## src/rtl/spi_flash_reader.sv

```systemverilog
`default_nettype none
// ============================================================================
// Module      : spi_flash_reader
// Description : SPI NOR reader, one 4-byte little-endian read per request.
//               Option macro SPI_FLASH_FAST_READ_EN: 0x0B + 8 dummy clocks.
// Revision    : 1.0
// ============================================================================
module spi_flash_reader #(
   parameter int CLK_DIV = 1,
   parameter int CS_GAP  = 2
) (
   input  logic        clk,
   input  logic        reset,
   input  logic        rd_en,
   input  logic [23:0] addr,
   output logic [31:0] dout,
   output logic        ready,
   output logic        busy,
   output logic        spi_csn,
   output logic        spi_sck,
   output logic        spi_mosi,
   input  logic        spi_miso
);

   localparam int DW = (CLK_DIV > 1) ? $clog2(CLK_DIV) : 1;
   localparam int GW = (CS_GAP > 1) ? $clog2(CS_GAP) : 1;
   localparam logic [DW-1:0] c_div_last = DW'(CLK_DIV - 1);
   localparam logic [GW-1:0] c_gap_last = GW'(CS_GAP - 1);
`ifdef SPI_FLASH_FAST_READ_EN
   localparam logic [7:0] c_cmd = 8'h0B;
`else
   localparam logic [7:0] c_cmd = 8'h03;
`endif

   typedef enum logic [2:0] {
      S_IDLE, S_CMD, S_ADDR, S_DUMMY, S_DATA, S_DONE, S_GAP
   } state_t;

   state_t          state_q;
   logic [DW-1:0]   div_q;
   logic [GW-1:0]   gap_q;
   logic [5:0]      bit_cnt_q;
   logic [30:0]     shift_q;
   logic [6:0]      byte_q;
   logic [23:0]     data_q;
   logic [31:0]     dout_q;
   logic            ready_q;
   logic            busy_q;
   logic            csn_q;
   logic            sck_q;
   logic            mosi_q;

   logic            w_half_end;
   logic            w_bit_last;
   logic [7:0]      w_rx_byte;

   assign w_half_end = (div_q == c_div_last);
   assign w_rx_byte  = {byte_q, spi_miso};

   always_comb begin
      w_bit_last = 1'b0;
      case (state_q)
         S_CMD:   w_bit_last = (bit_cnt_q == 6'd7);
         S_ADDR:  w_bit_last = (bit_cnt_q == 6'd23);
         S_DUMMY: w_bit_last = (bit_cnt_q == 6'd7);
         S_DATA:  w_bit_last = (bit_cnt_q == 6'd31);
         default: w_bit_last = 1'b0;
      endcase
   end

   always_ff @(posedge clk) begin
      if (reset) begin
         state_q   <= S_IDLE;
         div_q     <= '0;
         gap_q     <= '0;
         bit_cnt_q <= '0;
         shift_q   <= '0;
         byte_q    <= '0;
         data_q    <= '0;
         dout_q    <= '0;
         ready_q   <= 1'b0;
         busy_q    <= 1'b0;
         csn_q     <= 1'b1;
         sck_q     <= 1'b0;
         mosi_q    <= 1'b0;
      end else begin
         ready_q <= 1'b0;
         case (state_q)
            S_IDLE: begin
               if (rd_en) begin
                  state_q   <= S_CMD;
                  busy_q    <= 1'b1;
                  csn_q     <= 1'b0;
                  sck_q     <= 1'b0;
                  div_q     <= '0;
                  bit_cnt_q <= '0;
                  shift_q   <= {c_cmd[6:0], addr};
                  mosi_q    <= c_cmd[7];
               end
            end
            S_CMD, S_ADDR, S_DUMMY, S_DATA: begin
               div_q <= w_half_end ? '0 : div_q + 1'b1;
               if (w_half_end && !sck_q) begin
                  sck_q <= 1'b1;
               end else if (w_half_end) begin
                  // End of the high phase: sample miso, fall sck, present next bit.
                  sck_q     <= 1'b0;
                  mosi_q    <= shift_q[30];
                  shift_q   <= {shift_q[29:0], 1'b0};
                  bit_cnt_q <= w_bit_last ? 6'd0 : bit_cnt_q + 6'd1;
                  if (state_q == S_DATA) begin
                     byte_q <= w_rx_byte[6:0];
                     if (bit_cnt_q[2:0] == 3'd7)
                        data_q <= {w_rx_byte, data_q[23:8]};
                  end
                  if (w_bit_last) begin
                     if (state_q == S_CMD) begin
                        state_q <= S_ADDR;
                     end else if (state_q == S_ADDR) begin
                        mosi_q <= 1'b0;
`ifdef SPI_FLASH_FAST_READ_EN
                        state_q <= S_DUMMY;
`else
                        state_q <= S_DATA;
`endif
                     end else if (state_q == S_DUMMY) begin
                        state_q <= S_DATA;
                     end else begin
                        state_q <= S_DONE;
                        csn_q   <= 1'b1;
                        ready_q <= 1'b1;
                        dout_q  <= {w_rx_byte, data_q};
                     end
                  end
               end
            end
            S_DONE: begin
               state_q <= S_GAP;
               gap_q   <= '0;
            end
            S_GAP: begin
               if (gap_q == c_gap_last) begin
                  state_q <= S_IDLE;
                  busy_q  <= 1'b0;
               end else begin
                  gap_q <= gap_q + 1'b1;
               end
            end
            default: state_q <= S_IDLE;
         endcase
      end
   end

   assign dout     = dout_q;
   assign ready    = ready_q;
   assign busy     = busy_q;
   assign spi_csn  = csn_q;
   assign spi_sck  = sck_q;
   assign spi_mosi = mosi_q;

endmodule
`default_nettype wire

```

## config.mk

```make
export PLATFORM = sky130hd
export DESIGN_NAME = spi_flash_reader
export DESIGN_NICKNAME = d
export VERILOG_FILES = /design/src/rtl/spi_flash_reader.sv
export SDC_FILE = /design/constraint.sdc
export NUM_CORES = 1
export LEC_CHECK = 0
export CORE_ASPECT_RATIO = 0.8
export CORE_UTILIZATION = 48
export CTS_CLUSTER_DIAMETER = 60
export DETAILED_ROUTE_END_ITERATION = 10
export MAX_ROUTING_LAYER = met4
export PLACE_DENSITY = 0.75
export SLEW_MARGIN = 20
export SYNTH_ARGS = -nofsm -noshare
export SYNTH_HDL_FRONTEND = slang
export SYNTH_SLANG_ARGS = --single-unit
```

## constraint.sdc

```tcl
create_clock -name clk -period 1.95 [get_ports clk]
set_clock_uncertainty 0.1 [all_clocks]
set_input_delay 0.39 -clock clk [delete_from_list [all_inputs] [get_ports clk]]
set_output_delay 0.39 -clock clk [all_outputs]
set_load 0.1 [all_outputs]
```

==> results of run 1 <==
-- flip-flops by register name (all words and copies together), names as in the netlist, named ones only --
register / cells
shift_q: 31
spi_mosi: 1
spi_csn: 1
gap_q: 1
busy: 1
byte_q: 7
ready: 1
bit_cnt_q: 6
state_q: 2
dout: 32
data_q: 24
spi_sck: 1
-- per-layer routing --
| metal | routed length (microns) | vias to the layer above |
|---|---|---|
| li1 | - | 1737 |
| met1 | 4394 | 1572 |
| met2 | 4227 | 88 |
| met3 | 439 | 4 |
| met4 | 36 | 0 |
| met5 | 0 | - |
-- stage by stage --
step,instance area [sq um],util (%),cells
final,5782,67.26,650
after detailed placement,5548,64.54,633
after CTS,5742,66.80,650
after floorplan,4299,-,468
after global placement,5548,64.54,633
after global routing,5782,67.26,650
-- cells in the mapped netlist, types with 2 or more instances --
| cell | instances |
|---|---|
| o211ai_1 | 2 |
| buf_6 | 4 |
| ha_1 | 2 |
| nand3_1 | 8 |
| nand2b_1 | 2 |
| nor2b_1 | 3 |
| mux2i_1 | 57 |
| and2_1 | 2 |
| buf_4 | 3 |
| a21oi_1 | 41 |
| inv_1 | 2 |
| o21ai_0 | 4 |
| a211oi_1 | 25 |
| o21ai_1 | 4 |
| nor2_1 | 67 |
| nor3_1 | 6 |
| xor2_1 | 2 |
| or3_1 | 2 |
| dfxtp_1 | 109 |
| buf_2 | 9 |
| nand2_1 | 74 |
| clkbuf_1 | 19 |
-- worst min path at each step --
stage	cells after the start	to
CTS	2	dout[9]$_SDFFE_PP0P_
floorplan	2	shift_q[26]$_SDFFE_PP0P_
global route	2	dout[4]$_SDFFE_PP0P_
detailed placement	2	shift_q[28]$_SDFFE_PP0P_
global placement	2	shift_q[29]$_SDFFE_PP0P_
finish	2	dout[4]$_SDFFE_PP0P_
-- cell type report --
class	instances	share of cell area, %
inverters	2	0.1298
well taps	112	2.424
clock inverters	5	0.7141
multi-input cells	321	33.91
flip-flops and latches	109	37.85
repair buffers	90	22.53
clock buffers	11	2.445
-- power by group --
part | internal, uW | total, uW | switching, uW
clock network | 512 | 1270 | 757
registers | 2290 | 2340 | 50.1
logic | 219 | 467 | 248
-- logic make-up (layout without fill, tap and decap cells) --
| logic type | Yosys count | count (layout) | synth area share, % |
|---|---|---|---|
| adder cells (fa/ha/maj) | 2 | 2 | 0.5825 |
| AO/OA/AOI/OAI | 87 | 87 | 13.02 |
| multiplexers | 57 | 57 | 13.28 |
| XOR/XNOR | 3 | 3 | 0.6118 |
| buffers and inverters | 38 | 108 | 4.544 |
| AND/OR/NAND/NOR | 172 | 172 | 17.16 |
| flip-flops | 109 | 109 | 50.80 |
-- repair_timing --
action | 4_1_cts | 5_1_grt
gates cloned | 0 | 0
buffers inserted | 1 | 0
hold buffers | 0 | 0
resized for setup | 1 | 12
pin swaps | 1 | 1
endpoints found under the hold margin | 0 | 0
endpoints found under the setup margin | 11 | 52
==> results.yml, run 1 <==
routing:
  vias_per_cell: 5.232
  postRouteAntennaNets: 0
  drt_iter0_drc: 144
  finalWirelength_microns: 9098
  firstDrtPassIters: 4
  num_vias: 3401
  route.detailed.drc: 0
  wl_per_cell_microns: 14.00
critical_path:
  cp_top_family: "simple AND/OR/NAND/NOR gates"
  cp_max_fo: 30
  critPathMaxStageDelay_ps: 390
  cp.arrival_ps: 2030
  cp_slowest_cell: "dfxtp_2"
  rr_worst_depth: 5
  crit_chain: "or3_1 > and2_2 > buf_8 > mux2i_1 > a211oi_1"
  required_ps: 2120
  regToRegStartpoint: "state_q[0]$_SDFFE_PP0P_"
  crit_cells: 5
  critical_path.startpoint_type: "flop"
  path_class: "reg2reg"
  startpoint: "state_q[0]$_SDFFE_PP0P_"
  cp-endpoint: "shift_q[1]$_SDFFE_PP0P_"
  r2r-end: "shift_q[1]$_SDFFE_PP0P_"
  r2r_slack_ps: 90
  critPathBufInv: 1
  end_kind: "flop"
synthesis:
  yosysWarnings: 0
  syn_inst: 468
  syn_avg_cell_area_sq_um: 9.178
  ys_ff_latch: 109
  synth_top_area_share_pct: 50.80
  seq_area_frac_synth_pct: 50.80
  synth_edf_count: 0
  synth_nets: 498
  synth-main-ff-cell: "dfxtp_1"
  netlist_area_sq_um: 4295
  synth_cell_types: 43
  async_flop_share_pct: 0
  yosys-top-cells-area: "dfxtp_1 51%, mux2i_1 13%, nand2_1 6.5%"
  yosys.area.top_type: "dfxtp_1"
placed_design:
  place_ws_ps: -216.4
  port_buffers: 64
  dp_hpwl_microns: 6249
  gp_congestion: 0.8106
global_routing:
  grt_usage_pct: 21.44
  overflow: 0
  grt_max_degree: 37
  grt_first_pass_wirelength_microns: 15370
  grt_busiest_layer: "met2"
  met2_usage_pct: 34.21
  grt_pass1_vias: 3276
  grt_antenna_before_repair: 0
  globalRouteMet3Util_pct: 4.962
  met1_usage_pct: 27.77
flow_run:
  drv_cap: 0
cells_and_area:
  area_growth_pct: 34.61
  num-nets-final: 563
  final_common_cell: "dfxtp_1"
  multi_input_area_sq_um: 1961
  fillerInstances: 652
  layout_common_cells: "106 x dfxtp_1, 74 x nand2_1, 66 x nor2_1"
  seq_area_sq_um: 2188
  drive_gt1_share_pct: 17.66
  n_antenna_cell: 0
sta:
  timing.final.crit_share_pct: 95.28
  finalCriticalPeriod_ps: 1858
  final_hold_viol_count: 0
  slew_violations: 0
  tightest_slew_ps: 423.3
  whs_ps: 345.2
  worst_slack_ps: 92.03
  fin_setup_tns_ps: 0
  slew_headroom_pct: 71.78
  fmax_ghz: 0.5382
  setup_viol: 0
floorplanning:
  row_count: 30
  ioPinCount: 65
  core_area_sq_um: 8596
  die-area_sq_um: 9334
  initial_core_util_pct: 49.97
  fp.dieW_microns: 107.8
  die_h_microns: 86.61
clock_network:
  cts_root_buf: "clkbuf_8"
  clock_latency_ps: 360
  cts_tree: "done"
  clk_path_buf_depth: 2
  htree_num_levels: 3
  cts_buffers: 9
  cts.sinks: 109
  clk_pin_slew_ps: 100
worst_hold_path:
  hp-class: "in2reg"
  hold_start: "reset"
run_status:
  outcome: "completed"
power:
  peakVddDrop_v: 0.0004644
  p_leak_uw: 0.002313
  p_per_area_nw_per_um2: 705.8
  power_uw: 4081
(Power assumes the default switching activity.)
==> run 2, diff against run 1 <==
--- a/config.mk
+++ b/config.mk
@@ -6,11 +6,12 @@
 export NUM_CORES = 1
 export LEC_CHECK = 0
 export CORE_ASPECT_RATIO = 0.8
-export CORE_UTILIZATION = 48
+export CORE_UTILIZATION = 53
 export CTS_CLUSTER_DIAMETER = 60
+export CTS_CLUSTER_SIZE = 30
 export DETAILED_ROUTE_END_ITERATION = 10
 export MAX_ROUTING_LAYER = met4
-export PLACE_DENSITY = 0.75
+export PLACE_DENSITY = 0.79
 export SLEW_MARGIN = 20
 export SYNTH_ARGS = -nofsm -noshare
 export SYNTH_HDL_FRONTEND = slang
==> constraint.sdc (replaced) <==
create_clock -name clk -period 1.9 [get_ports clk]
set_clock_uncertainty 0.1 [all_clocks]
set_input_delay 0.38 -clock clk [delete_from_list [all_inputs] [get_ports clk]]
set_output_delay 0.38 -clock clk [all_outputs]
set_load 0.1 [all_outputs]
==> results.yml, run 2 (same netlist as run 1, synthesis figures left out) <==
run_status:
  outcome: "completed"
critical_path:
  crit_chain: "buf_4 > buf_6 > nor4b_4 > a31o_4 > nand4_2 > or3_4 > a211oi_2"
  critical_path.startpoint_type: "flop"
  cp_max_fo: 3
  startpoint: "state_q[0]$_SDFFE_PP0P_"
  cp-endpoint: "bit_cnt_q[5]$_SDFFE_PP0P_"
  rr_worst_depth: 7
  path_class: "reg2reg"
  cp_slowest_cell: "or3_4"
  regToRegStartpoint: "state_q[0]$_SDFFE_PP0P_"
  cp.arrival_ps: 2090
  r2r-end: "bit_cnt_q[5]$_SDFFE_PP0P_"
  end_kind: "flop"
  r2r_slack_ps: 8
  required_ps: 2100
  critPathMaxStageDelay_ps: 350
global_routing:
  overflow: 0
  grt_first_pass_wirelength_microns: 15770
  grt_usage_pct: 25.16
  grt_pass1_vias: 3338
  grt_antenna_before_repair: 0
  grt_max_degree: 53
cells_and_area:
  area_growth_pct: 37.69
  seq_area_sq_um: 2193
  multi_input_area_sq_um: 2023
  n_antenna_cell: 0
  num-nets-final: 567
  final_common_cell: "dfxtp_1"
  fillerInstances: 472
  drive_gt1_share_pct: 20.66
  layout_common_cells: "104 x dfxtp_1, 74 x nand2_1, 64 x nor2_1"
  fin_cells: 647
  largest_reg_flops: 32
floorplanning:
  die_h_microns: 82.52
  fp.dieW_microns: 102.7
  ioPinCount: 65
  core_area_sq_um: 7602
  die-area_sq_um: 8471
  row_count: 28
  initial_core_util_pct: 56.50
routing:
  wl_met1_microns: 4505
  num_vias: 3564
  wl_met3_microns: 512
  postRouteAntennaNets: 0
  top_layer: "met4"
  firstDrtPassIters: 5
  drt_iter0_drc: 173
  wl_met2_microns: 5047
  vias_per_cell: 5.509
  finalWirelength_microns: 10220
  route.detailed.drc: 0
  wl_per_cell_microns: 15.79
clock_network:
  cts_tree: "done"
  cts.sinks: 109
  clk_path_buf_depth: 2
  cts_buffers: 9
  htree_num_levels: 3
  clk_pin_slew_ps: 100
  clock_latency_ps: 370
  cts_root_buf: "clkbuf_8"
  cts_hold_buf: 0
power:
  peakVddDrop_v: 0.0005648
  p_per_area_nw_per_um2: 715.0
  p_leak_uw: 0.002357
  power_uw: 4229
sta:
  rsz0062_at_grt: "yes"
  setup_viol: 0
  whs_ps: 358.2
  slew_violations: 0
  timing.final.crit_share_pct: 99.60
  finalCriticalPeriod_ps: 1892
  tightest_slew_ps: 605.8
  fmax_ghz: 0.5284
  final_hold_viol_count: 0
  slew_headroom_pct: 59.61
worst_hold_path:
  hp-class: "reg2reg"
placed_design:
  placed_cells: 628
  gp_congestion: 0.8057
  dp_hpwl_microns: 6582
  port_buffers: 64
flow_run:
  drv_cap: 0
-- run 2: what timing repair did --
action	4_1_cts	5_1_grt
resized for setup	17	16
endpoints found under the hold margin	0	0
pin swaps	3	7
buffers inserted	1	1
gates cloned	0	2
setup endpoints to repair	18	35
-- run 2: per-layer routing --
layer	vias to the layer above	global-route usage, %
met5	-	-
met4	0	6.143
met3	19	6.566
met2	111	41.53
met1	1695	30.87
li1	1739	-
-- run 2: where the power goes --
| group | switching, uW | leakage [uW] | internal [uW] | total (uW) |
|---|---|---|---|---|
| Clock | 790 | 0.0000872 | 489 | 1280 |
| Sequential | 49.8 | 0.000888 | 2350 | 2400 |
| Combinational | 279 | 0.00138 | 266 | 546 |
-- run 2: metrics by stage --
stage | worst slack [ps] | setup TNS [ps] | instance area, sq um | util, %
finish | 7.630 | 0 | 5914 | 77.80
CTS | 1.397 | 0 | 5786 | 76.10
floorplan | 89.69 | 0 | 4299 | -
detailed placement | -215.4 | -5762 | 5554 | 73.06
global route | -95.53 | -236.2 | 5914 | 77.80
global placement | -153.3 | -3274 | 5554 | 73.06
-- run 2: worst min-delay path by stage --
stage / start / end / slack, ps / depth (start not counted)
finish: data_q[0]$_SDFFE_PP0P_ / data_q[0]$_SDFFE_PP0P_ / 360 / 2
global route: shift_q[30]$_SDFFE_PP0P_ / shift_q[30]$_SDFFE_PP0P_ / 380 / 2
CTS: shift_q[27]$_SDFFE_PP0P_ / shift_q[27]$_SDFFE_PP0P_ / 360 / 2
detailed placement: shift_q[27]$_SDFFE_PP0P_ / shift_q[27]$_SDFFE_PP0P_ / 340 / 2
global placement: shift_q[29]$_SDFFE_PP0P_ / shift_q[29]$_SDFFE_PP0P_ / 340 / 2
floorplan: shift_q[26]$_SDFFE_PP0P_ / shift_q[26]$_SDFFE_PP0P_ / 330 / 2
-- run 2: cell type report --
cell class | count | area share (%)
inverters | 2 | 0.1269
repair buffers | 94 | 23.40
well taps | 105 | 2.221
flip-flops and latches | 109 | 37.08
clock inverters | 6 | 0.8039
clock buffers | 10 | 2.158
multi-input cells | 321 | 34.21
-- run 2: worst max-delay path: cells and delay by family, from the launching register on --
kind | cells | cell delay, ps
buffers and inverters | 2 | 260
and+or+nand+nor | 3 | 740
AOI/OAI and AO/OA | 2 | 390
DFF | 1 | 340
==> run 3, diff against run 2 <==
--- a/config.mk
+++ b/config.mk
@@ -12,7 +12,6 @@
 export DETAILED_ROUTE_END_ITERATION = 10
 export MAX_ROUTING_LAYER = met4
 export PLACE_DENSITY = 0.79
-export SLEW_MARGIN = 20
 export SYNTH_ARGS = -nofsm -noshare
 export SYNTH_HDL_FRONTEND = slang
 export SYNTH_SLANG_ARGS = --single-unit
==> results of run 3 <==
No change in the layout: final DEF, timing and power equal those of run 2.
==> RTL change (settings of run 3) <==
`CS_GAP`: 2 -> 4.
--- a/src/rtl/spi_flash_reader.sv
+++ b/src/rtl/spi_flash_reader.sv
@@ -8,5 +8,5 @@
 module spi_flash_reader #(
    parameter int CLK_DIV = 1,
-   parameter int CS_GAP  = 2
+   parameter int CS_GAP  = 4
 ) (
    input  logic        clk,
Formal check against the unedited RTL: same outputs for any inputs over 10 cycles, from zero or initial values and one cycle with reset high; that may be too few to reach the edited logic, so the function may still have changed.
==> RTL change against run 3 <==
Wire length is 2.1% higher. Synthesized cell count rose by 10%. Worst setup slack improved by 0.045 ns. Critical endpoint is now shift_q[20]. Synthesized area grew 1.6%. Utilization is 2.2 points lower. Count of clock-buffer cells in the layout did not move. Sequential cell count up 1. Clock power is 7% higher. Via count rose by 7.3%. Global-route usage grew 0.36 points. Power increased by 3.4%. Design area is 1.6% higher.
==> RTL change: results <==
{
  "arrival_ns": 1.99,
  "syn-num-nets": 547,
  "hold_path.class": "in -> reg",
  "antenna_found_initial": 0,
  "worst-setup-path-type": "reg -> reg",
  "r2r_cells": 7,
  "seq_area_frac_synth": 0.5046,
  "p_leak_nw": 2.188,
  "clk_latency_ns": 0.37,
  "drive_above_1_share": 0.1872,
  "min_period_ns": 1.847,
  "vias": 3824,
  "cts-root-buf": "clkbuf_8",
  "top_layer_used": "met4",
  "ir_drop_uv": 438.0,
  "clock_path_buffers": 2,
  "gp_congestion": 0.9161,
  "cts_buffers": 9,
  "grt_pass1_wl_microns": 16650,
  "cp_max_fo": 7,
  "yosysWarningCount": 0,
  "drt_iter0_markers": 229,
  "place_ws_ns": -0.3795,
  "synth_cell_types": 47,
  "largest_reg_flops": 32,
  "cts_max_level": 3,
  "nNetsFinal": 619,
  "grt_max_degree": 94,
  "crit-reg2reg-capture": "shift_q[20]",
  "drt-met1-wl_microns": 4597,
  "max-slew-margin-rel": 0.7179,
  "synthTopCellsByCount": "nand2_1, dfxtp_1, a21oi_1",
  "grt_usage": 0.2551,
  "status": "complete, no violations",
  "wl_met2_microns": 5213,
  "end_kind": "register",
  "synth_area_leaders": "dfxtp_1, nand2_1, a21oi_1",
  "io_buffers": 64,
  "grt_pass1_vias": 3581,
  "dp_hpwl_microns": 6548,
  "wl_microns": 10440,
  "nFillCells": 527
}
RTL change: cell types whose count changed after synthesis, moves of 3 or more:
cell | before | now
a21oi_1 | 41 | 74
buf_2 | 9 | 12
buf_6 | 4 | 1
inv_1 | 2 | 6
mux2i_1 | 57 | 23
nand2_1 | 74 | 142
nor2_1 | 67 | 40
nor2b_1 | 3 | 0
nor3_1 | 6 | 1
RTL change: layer usage:
layer,GRT usage,vias to the layer above
met5,-,-
met4,0.07170,0
met3,0.05556,9
met2,0.4064,115
met1,0.3250,1804
li1,-,1896
RTL change: worst max-delay path, stage by stage, from the launching register on:
cell and delay [ns]:
dfxtp_4 0.38, or4b_4 0.57, o211ai_4 0.11, buf_6 0.16
buf_8 0.13, buf_16 0.12, buf_4 0.09, a211oi_1 0.05
RTL change: how the worst min path moves through the flow:
| stage | start | endpoint | slack (ns) | depth (start not counted) |
|---|---|---|---|---|
| after global placement | shift_q[26] | shift_q[26] | 0.34 | 2 |
| after CTS | reset | gap_q[1] | 0.26 | 2 |
| after global routing | reset | gap_q[1] | 0.26 | 2 |
| final | reset | gap_q[1] | 0.29 | 2 |
| after floorplan | data_q[0] | dout[0] | 0.33 | 2 |
| after detailed placement | shift_q[29] | shift_q[29] | 0.35 | 2 |
RTL change: area by class of cell:
class / count / area, sq um / area share
clock buffer: 10 / 137.6 / 0.02290
clock inverter: 6 / 61.31 / 0.01020
inverter: 6 / 22.52 / 0.003747
multi-input combinational: 363 / 2027 / 0.3372
sequential: 110 / 2211 / 0.3678
tap: 108 / 135.1 / 0.02248
timing repair buffer: 98 / 1416 / 0.2356
RTL change: report_power, final:
group          internal [mW]  switching, mW  total, mW
combinational          0.285          0.288      0.573
sequential              2.38         0.0535       2.43
clock                  0.545          0.824       1.37
total                   3.21           1.17       4.37
RTL change: cell families (layout without fill, tap and decap cells):
kind of cell	Yosys count	count (layout)	share of synthesized area
and+or+nand+nor	209	209	0.1981
AOI/OAI and AO/OA	120	121	0.1737
DFF	110	110	0.5046
buffers and inverters	44	120	0.04587
muxes	24	24	0.05533
xor gates and xnor gates	6	6	0.01376
adders and majority gates	3	3	0.008602
RTL change: through the flow:
stage / TNS, ns / instances / cell area, sq um
final: 0 / 701 / 6011
after global routing: 0 / 701 / 6011
after CTS: 0 / 697 / 5912
after detailed placement: -12.02 / 676 / 5607
after global placement: -9.718 / 676 / 5607
after floorplan: 0 / 516 / 4365
RTL change: what timing repair did:
action / 4_1_cts / 5_1_grt
cloned: 2 / 3
pin swaps: 2 / 2
setup buffers: 3 / 1
setup endpoints to repair: 69 / 58
resized for setup: 10 / 10
